**src/rtl/pipe_pkg.sv**
```systemverilog
// Shared types and field layouts for the core's stage-boundary registers.
// Bit positions below describe the ID/EX control field.
package pipe_pkg;

  typedef enum logic [1:0] {
    ST_EMPTY = 2'd0,
    ST_FULL  = 2'd1,
    ST_SKID  = 2'd2
  } state_e;

  localparam int CTRL_WB_EN       = 0;
  localparam int CTRL_MEM_R       = 1;
  localparam int CTRL_MEM_W       = 2;
  localparam int CTRL_EXE_CMD_LSB = 3;
  localparam int CTRL_EXE_CMD_MSB = 6;
  localparam int CTRL_B           = 7;
  localparam int CTRL_S           = 8;

  localparam int IFID_CTRL_W  = 1;
  localparam int IFID_DATA_W  = 64;
  localparam int IDEX_CTRL_W  = 9;
  localparam int IDEX_DATA_W  = 105;
  localparam int EXMEM_CTRL_W = 3;
  localparam int EXMEM_DATA_W = 68;
  localparam int MEMWB_CTRL_W = 2;
  localparam int MEMWB_DATA_W = 68;

endpackage

```
**src/rtl/pipe_stage_reg.sv**
```systemverilog
// Stage register with valid/ready handshake, optional 2-entry skid and flush.
// Latency 1 cycle; with SKID_EN=1 in_ready is registered (no out_ready->in_ready path).
module pipe_stage_reg
  import pipe_pkg::*;
#(
  parameter int CTRL_W  = IDEX_CTRL_W,
  parameter int DATA_W  = IDEX_DATA_W,
  parameter bit SKID_EN = 1'b1
) (
  input  logic              clk,
  input  logic              rst,
  input  logic              flush,
  input  logic              in_valid,
  output logic              in_ready,
  input  logic [CTRL_W-1:0] in_ctrl,
  input  logic [DATA_W-1:0] in_data,
  output logic              out_valid,
  input  logic              out_ready,
  output logic [CTRL_W-1:0] out_ctrl,
  output logic [DATA_W-1:0] out_data
);

  state_e            r_state;
  state_e            w_state_nxt;
  logic [CTRL_W-1:0] r_main_ctrl;
  logic [DATA_W-1:0] r_main_data;
  logic [CTRL_W-1:0] w_skid_ctrl;
  logic [DATA_W-1:0] w_skid_data;
  logic              w_acc;
  logic              w_rel;
  logic              w_main_ld_in;
  logic              w_main_ld_skid;
  logic              w_skid_ld;

  assign out_valid = (r_state != ST_EMPTY);
  assign out_ctrl  = out_valid ? r_main_ctrl : '0;
  assign out_data  = r_main_data;

  assign w_acc = in_valid & in_ready;
  assign w_rel = out_valid & out_ready;

  always_comb begin
    w_state_nxt    = r_state;
    w_main_ld_in   = 1'b0;
    w_main_ld_skid = 1'b0;
    w_skid_ld      = 1'b0;
    if (flush) begin
      w_state_nxt = ST_EMPTY;
    end else begin
      case (r_state)
        ST_EMPTY: begin
          if (w_acc) begin
            w_state_nxt  = ST_FULL;
            w_main_ld_in = 1'b1;
          end
        end
        ST_FULL: begin
          if (w_acc && w_rel) begin
            w_main_ld_in = 1'b1;
          end else if (w_rel) begin
            w_state_nxt = ST_EMPTY;
          end else if (w_acc) begin
            // Only reachable with the skid present; without it in_ready implies release.
            w_state_nxt = ST_SKID;
            w_skid_ld   = 1'b1;
          end
        end
        ST_SKID: begin
          if (w_rel) begin
            w_state_nxt    = ST_FULL;
            w_main_ld_skid = 1'b1;
          end
        end
        default: w_state_nxt = ST_EMPTY;
      endcase
    end
  end

  always_ff @(posedge clk) begin
    if (rst) begin
      r_state     <= ST_EMPTY;
      r_main_ctrl <= '0;
      r_main_data <= '0;
    end else begin
      r_state <= w_state_nxt;
      if (w_state_nxt == ST_EMPTY) begin
        r_main_ctrl <= '0;
      end else if (w_main_ld_in) begin
        r_main_ctrl <= in_ctrl;
        r_main_data <= in_data;
      end else if (w_main_ld_skid) begin
        r_main_ctrl <= w_skid_ctrl;
        r_main_data <= w_skid_data;
      end
    end
  end

  if (SKID_EN) begin : g_skid
    logic [CTRL_W-1:0] r_skid_ctrl;
    logic [DATA_W-1:0] r_skid_data;
    logic              r_in_rdy;

    always_ff @(posedge clk) begin
      if (rst) begin
        r_skid_ctrl <= '0;
        r_skid_data <= '0;
        r_in_rdy    <= 1'b1;
      end else begin
        r_in_rdy <= (w_state_nxt != ST_SKID);
        if (flush || w_main_ld_skid) begin
          r_skid_ctrl <= '0;
        end else if (w_skid_ld) begin
          r_skid_ctrl <= in_ctrl;
          r_skid_data <= in_data;
        end
      end
    end

    assign w_skid_ctrl = r_skid_ctrl;
    assign w_skid_data = r_skid_data;
    assign in_ready    = ~rst & r_in_rdy;
  end else begin : g_noskid
    logic w_unused_skid_ld;
    assign w_unused_skid_ld = w_skid_ld;
    assign w_skid_ctrl      = '0;
    assign w_skid_data      = '0;
    assign in_ready         = ~rst & (~out_valid | out_ready);
  end

endmodule

```
**config.mk**
```make
export PLATFORM = sky130hd
export DESIGN_NAME = pipe_stage_reg
export DESIGN_NICKNAME = d
export VERILOG_FILES = /design/src/rtl/pipe_pkg.sv /design/src/rtl/pipe_stage_reg.sv
export SDC_FILE = /design/constraint.sdc
export NUM_CORES = 1
export LEC_CHECK = 0
export ABC_CLOCK_PERIOD_IN_PS = 2350
export CORE_UTILIZATION = 30
export CTS_CLUSTER_SIZE = 25
export DETAILED_ROUTE_END_ITERATION = 10
export PLACE_DENSITY = 0.52
export SLEW_MARGIN = 30
export SYNTH_ARGS = -nofsm -noshare
export SYNTH_HDL_FRONTEND = slang
export SYNTH_SLANG_ARGS = --single-unit
```
**constraint.sdc**
```tcl
create_clock -name clk -period 2.35 [get_ports clk]
set_input_delay 0.47 -clock clk [delete_from_list [all_inputs] [get_ports clk]]
set_output_delay 0.47 -clock clk [all_outputs]
set_load 0.02 [all_outputs]
```
==> results.json <==
{
  "crit_family": "buffers and inverters",
  "switchingPower_mw": 2.38,
  "yosys-top-cells-count": "dfxtp_1, nand2_1, a21oi_1",
  "synth_fp_nets": 1341,
  "fmax_mhz": 441,
  "setup_viol": 0,
  "whs_ns": 0.202,
  "chipWidth_um": 184,
  "grt_pass1_vias": 9606,
  "crit_chain": "nor2_1 > buf_4 > inv_1 > clkdlybuf4s50_1",
  "dp_hpwl_mm": 19.6,
  "pwr-share-clk_pct": 46.4,
  "grt_use_total_pct": 20.1,
  "overflow": 0,
  "p_leak_nw": 4.15,
  "p_int_mw": 7.28,
  "grt_max_degree": 211,
  "cp-end-kind": "output port",
  "die_h_um": 184,
  "cpMaxStageDelayCell": "clkdlybuf4s50_1",
  "crit_type": "reg2out",
  "drt_iter0_drc": 921,
  "yosys.area.top_type": "dfxtp_1",
  "area_delta_synth_final_pct": 37.6,
  "cap_viol_max_count": 0,
  "syn_inst": 1222,
  "wl_mm": 35.0,
  "syn_area_um2": 9920,
  "htreeDepth": 1,
  "die_area_um2": 33800,
  "wl_per_cell_um": 19.2,
  "postCtsSetupBuffers": 0,
  "cts_sinks": 231,
  "slew_viol_final": 0,
  "sw_frac_of_total_pct": 24.6,
  "async_reset_ff_share_pct": 0,
  "slowest_delay_ns": 0.61,
  "ys_seq_elements": 231,
  "p_comb_share_pct": 11.3,
  "start_kind": "flop",
  "synth_area_leaders": "dfxtp_1, a311oi_1, nand2_1",
  "nNetsFinal": 1481,
  "critPathMaxFanout": 10,
  "root_buffer": "clkbuf_16",
  "drc_errors": 0,
  "vias_per_cell": 5.54,
  "synth_ff_type": "dfxtp_1",
  "cts-buffers-inserted": 27,
  "antenna_found_initial": 3,
  "power_frac_seq_pct": 42.2,
  "fin_skew_ns": 0.00981,
  "cts.clk_slew.worst_paths_ns": 0.06,
  "clockBufferDepth": 3,
  "ios": 235,
  "synthDistinctLibCells": 32,
  "fin_crit_sh_pct": 96.4,
  "syn_area_per_cell_um2": 8.12,
  "placementRows": 66,
  "synth_top_area_share_pct": 46.6,
  "rsz0062_at_grt": "false",
  "vdd_drop_max_uv": 496,
  "synth_seq_area_share_pct": 46.6,
  "holdCritPathClass": "in2reg",
  "gp_congestion": 0.758,
  "cts_tree": "built",
  "io_buffers": 234,
  "cp_num_buf_inv": 3,
  "worstMarginPinSlew_ns": 1.04,
  "grt_pass1_wl_mm": 55.1,
  "initial_core_util_pct": 30.5,
  "synth-edff-count": 0,
  "drive_above_1_share_pct": 6.66,
  "ant_nets": 0,
  "final_util_pct": 42.0,
  "setup_tns_ns": 0,
  "slew-limit-headroom_pct": 31.0,
  "timing.final.crit_period_ns": 2.27,
  "timing_hold_violations_final": 0,
  "core_area_um2": 32500,
  "cp_data_required_time_ns": 1.88,
  "cp.arrival_ns": 1.80,
  "synth_most_common_cell": "dfxtp_1",
  "status": "completed",
  "drtPass1Iterations": 5,
  "dr_total_vias": 10104,
  "yosysWarningCount": 0,
  "powerDensity_nw_per_um2": 708,
  "clkLatencyLatePin_ns": 0.54
}
cell families after synthesis:
kind of cell	after synthesis	share of synthesized area [%]
simple gates	464	22.9
compound gates	366	23.4
buf+inv	160	6.98
mux	1	0.101
flops	231	46.6
final timing paths:
path / from / to / slack [ns] / depth (start not counted)
worst max-delay path: r_state[1] / out_valid / 0.08 / 4
worst min-delay path: rst / r_state[1] / 0.20 / 2
worst max register to register: r_state[1] / out_data[80] / 0.37 / 6
worst min register to register: g_skid.r_skid_data[33] / g_skid.r_skid_data[33] / 0.47 / 2
layer usage:
metal	GRT usage, %	up-vias	share of wire [%]
met4	6.60	2	2.4
met5	0	-	0.037
met2	31.2	336	45
li1	-	4811	-
met3	3.33	55	6.5
met1	28.3	4900	46
layout make-up:
class	instances	area, µm²
Fill cell	3284	18900
Antenna cell	1	2.50
Clock inverter	12	160
Inverter	2	7.51
Tap cell	442	553
Timing Repair Buffer	269	2860
Clock buffer	36	790
Multi-Input combinational cell	831	4660
Sequential cell	231	4620
per-stage QoR:
stage	instance area (µm²)	power (mW)	setup WS [ns]	std cells
final	13700	9.67	0.0845	1824
after global routing	13700	10.0	0.0187	1824
after CTS	13600	9.77	0.0518	1823
after detailed placement	12700	5.26	0.00202	1775
after global placement	12700	5.26	0.0481	1775
after floorplan	9920	4.66	0.557	1222
layout by cell type, fill, tap and decap left out, types with 4 or more instances in the layout:
| cell type | Yosys | routed |
|---|---|---|
| nor4_1 | 105 | 105 |
| o21ai_1 | 65 | 65 |
| bufinv_16 | 0 | 4 |
| o21ai_0 | 50 | 50 |
| clkinv_2 | 0 | 8 |
| buf_4 | 2 | 15 |
| dlygate4sd2_1 | 0 | 9 |
| nand2_1 | 212 | 212 |
| clkdlybuf4s50_1 | 0 | 223 |
| clkbuf_16 | 0 | 27 |
| clkbuf_8 | 0 | 8 |
| nor2b_1 | 20 | 19 |
| a32oi_1 | 9 | 9 |
| a311oi_1 | 105 | 105 |
| a21oi_1 | 123 | 123 |
| dfxtp_1 | 231 | 231 |
| o311ai_0 | 9 | 9 |
| buf_12 | 0 | 21 |
| nand3_1 | 114 | 114 |
registers in the layout (all words and copies together), names as in the netlist:
signal,cells
r_main_ctrl,9
g_skid.r_skid_data,105
g_skid.r_in_rdy,1
out_data,105
g_skid.r_skid_ctrl,9
r_state,2
power groups by stage:
stage                     combinational (mW)  clock [mW]  sequential, mW
final                                   1.10        4.49            4.08
after global routing                    1.16        4.78            4.09
after CTS                               1.10        4.59            4.09
after detailed placement                1.09           0            4.17
after global placement                  1.09           0            4.17
after floorplan                        0.386           0            4.27
worst reg2reg max path, cell delays in order (launching register included):
cell       delay, ns
dfxtp_1         0.33
buf_4           0.18
nand4bb_4       0.17
buf_12          0.37
buf_4           0.41
nor4_1          0.10
a311oi_1        0.31
what timing repair did:
action	CTS	global route
hold buffers	0	0
endpoints found under the setup margin	9	0
gates resized for setup	9	0
Note: power is estimated with default switching activity, not from simulation.
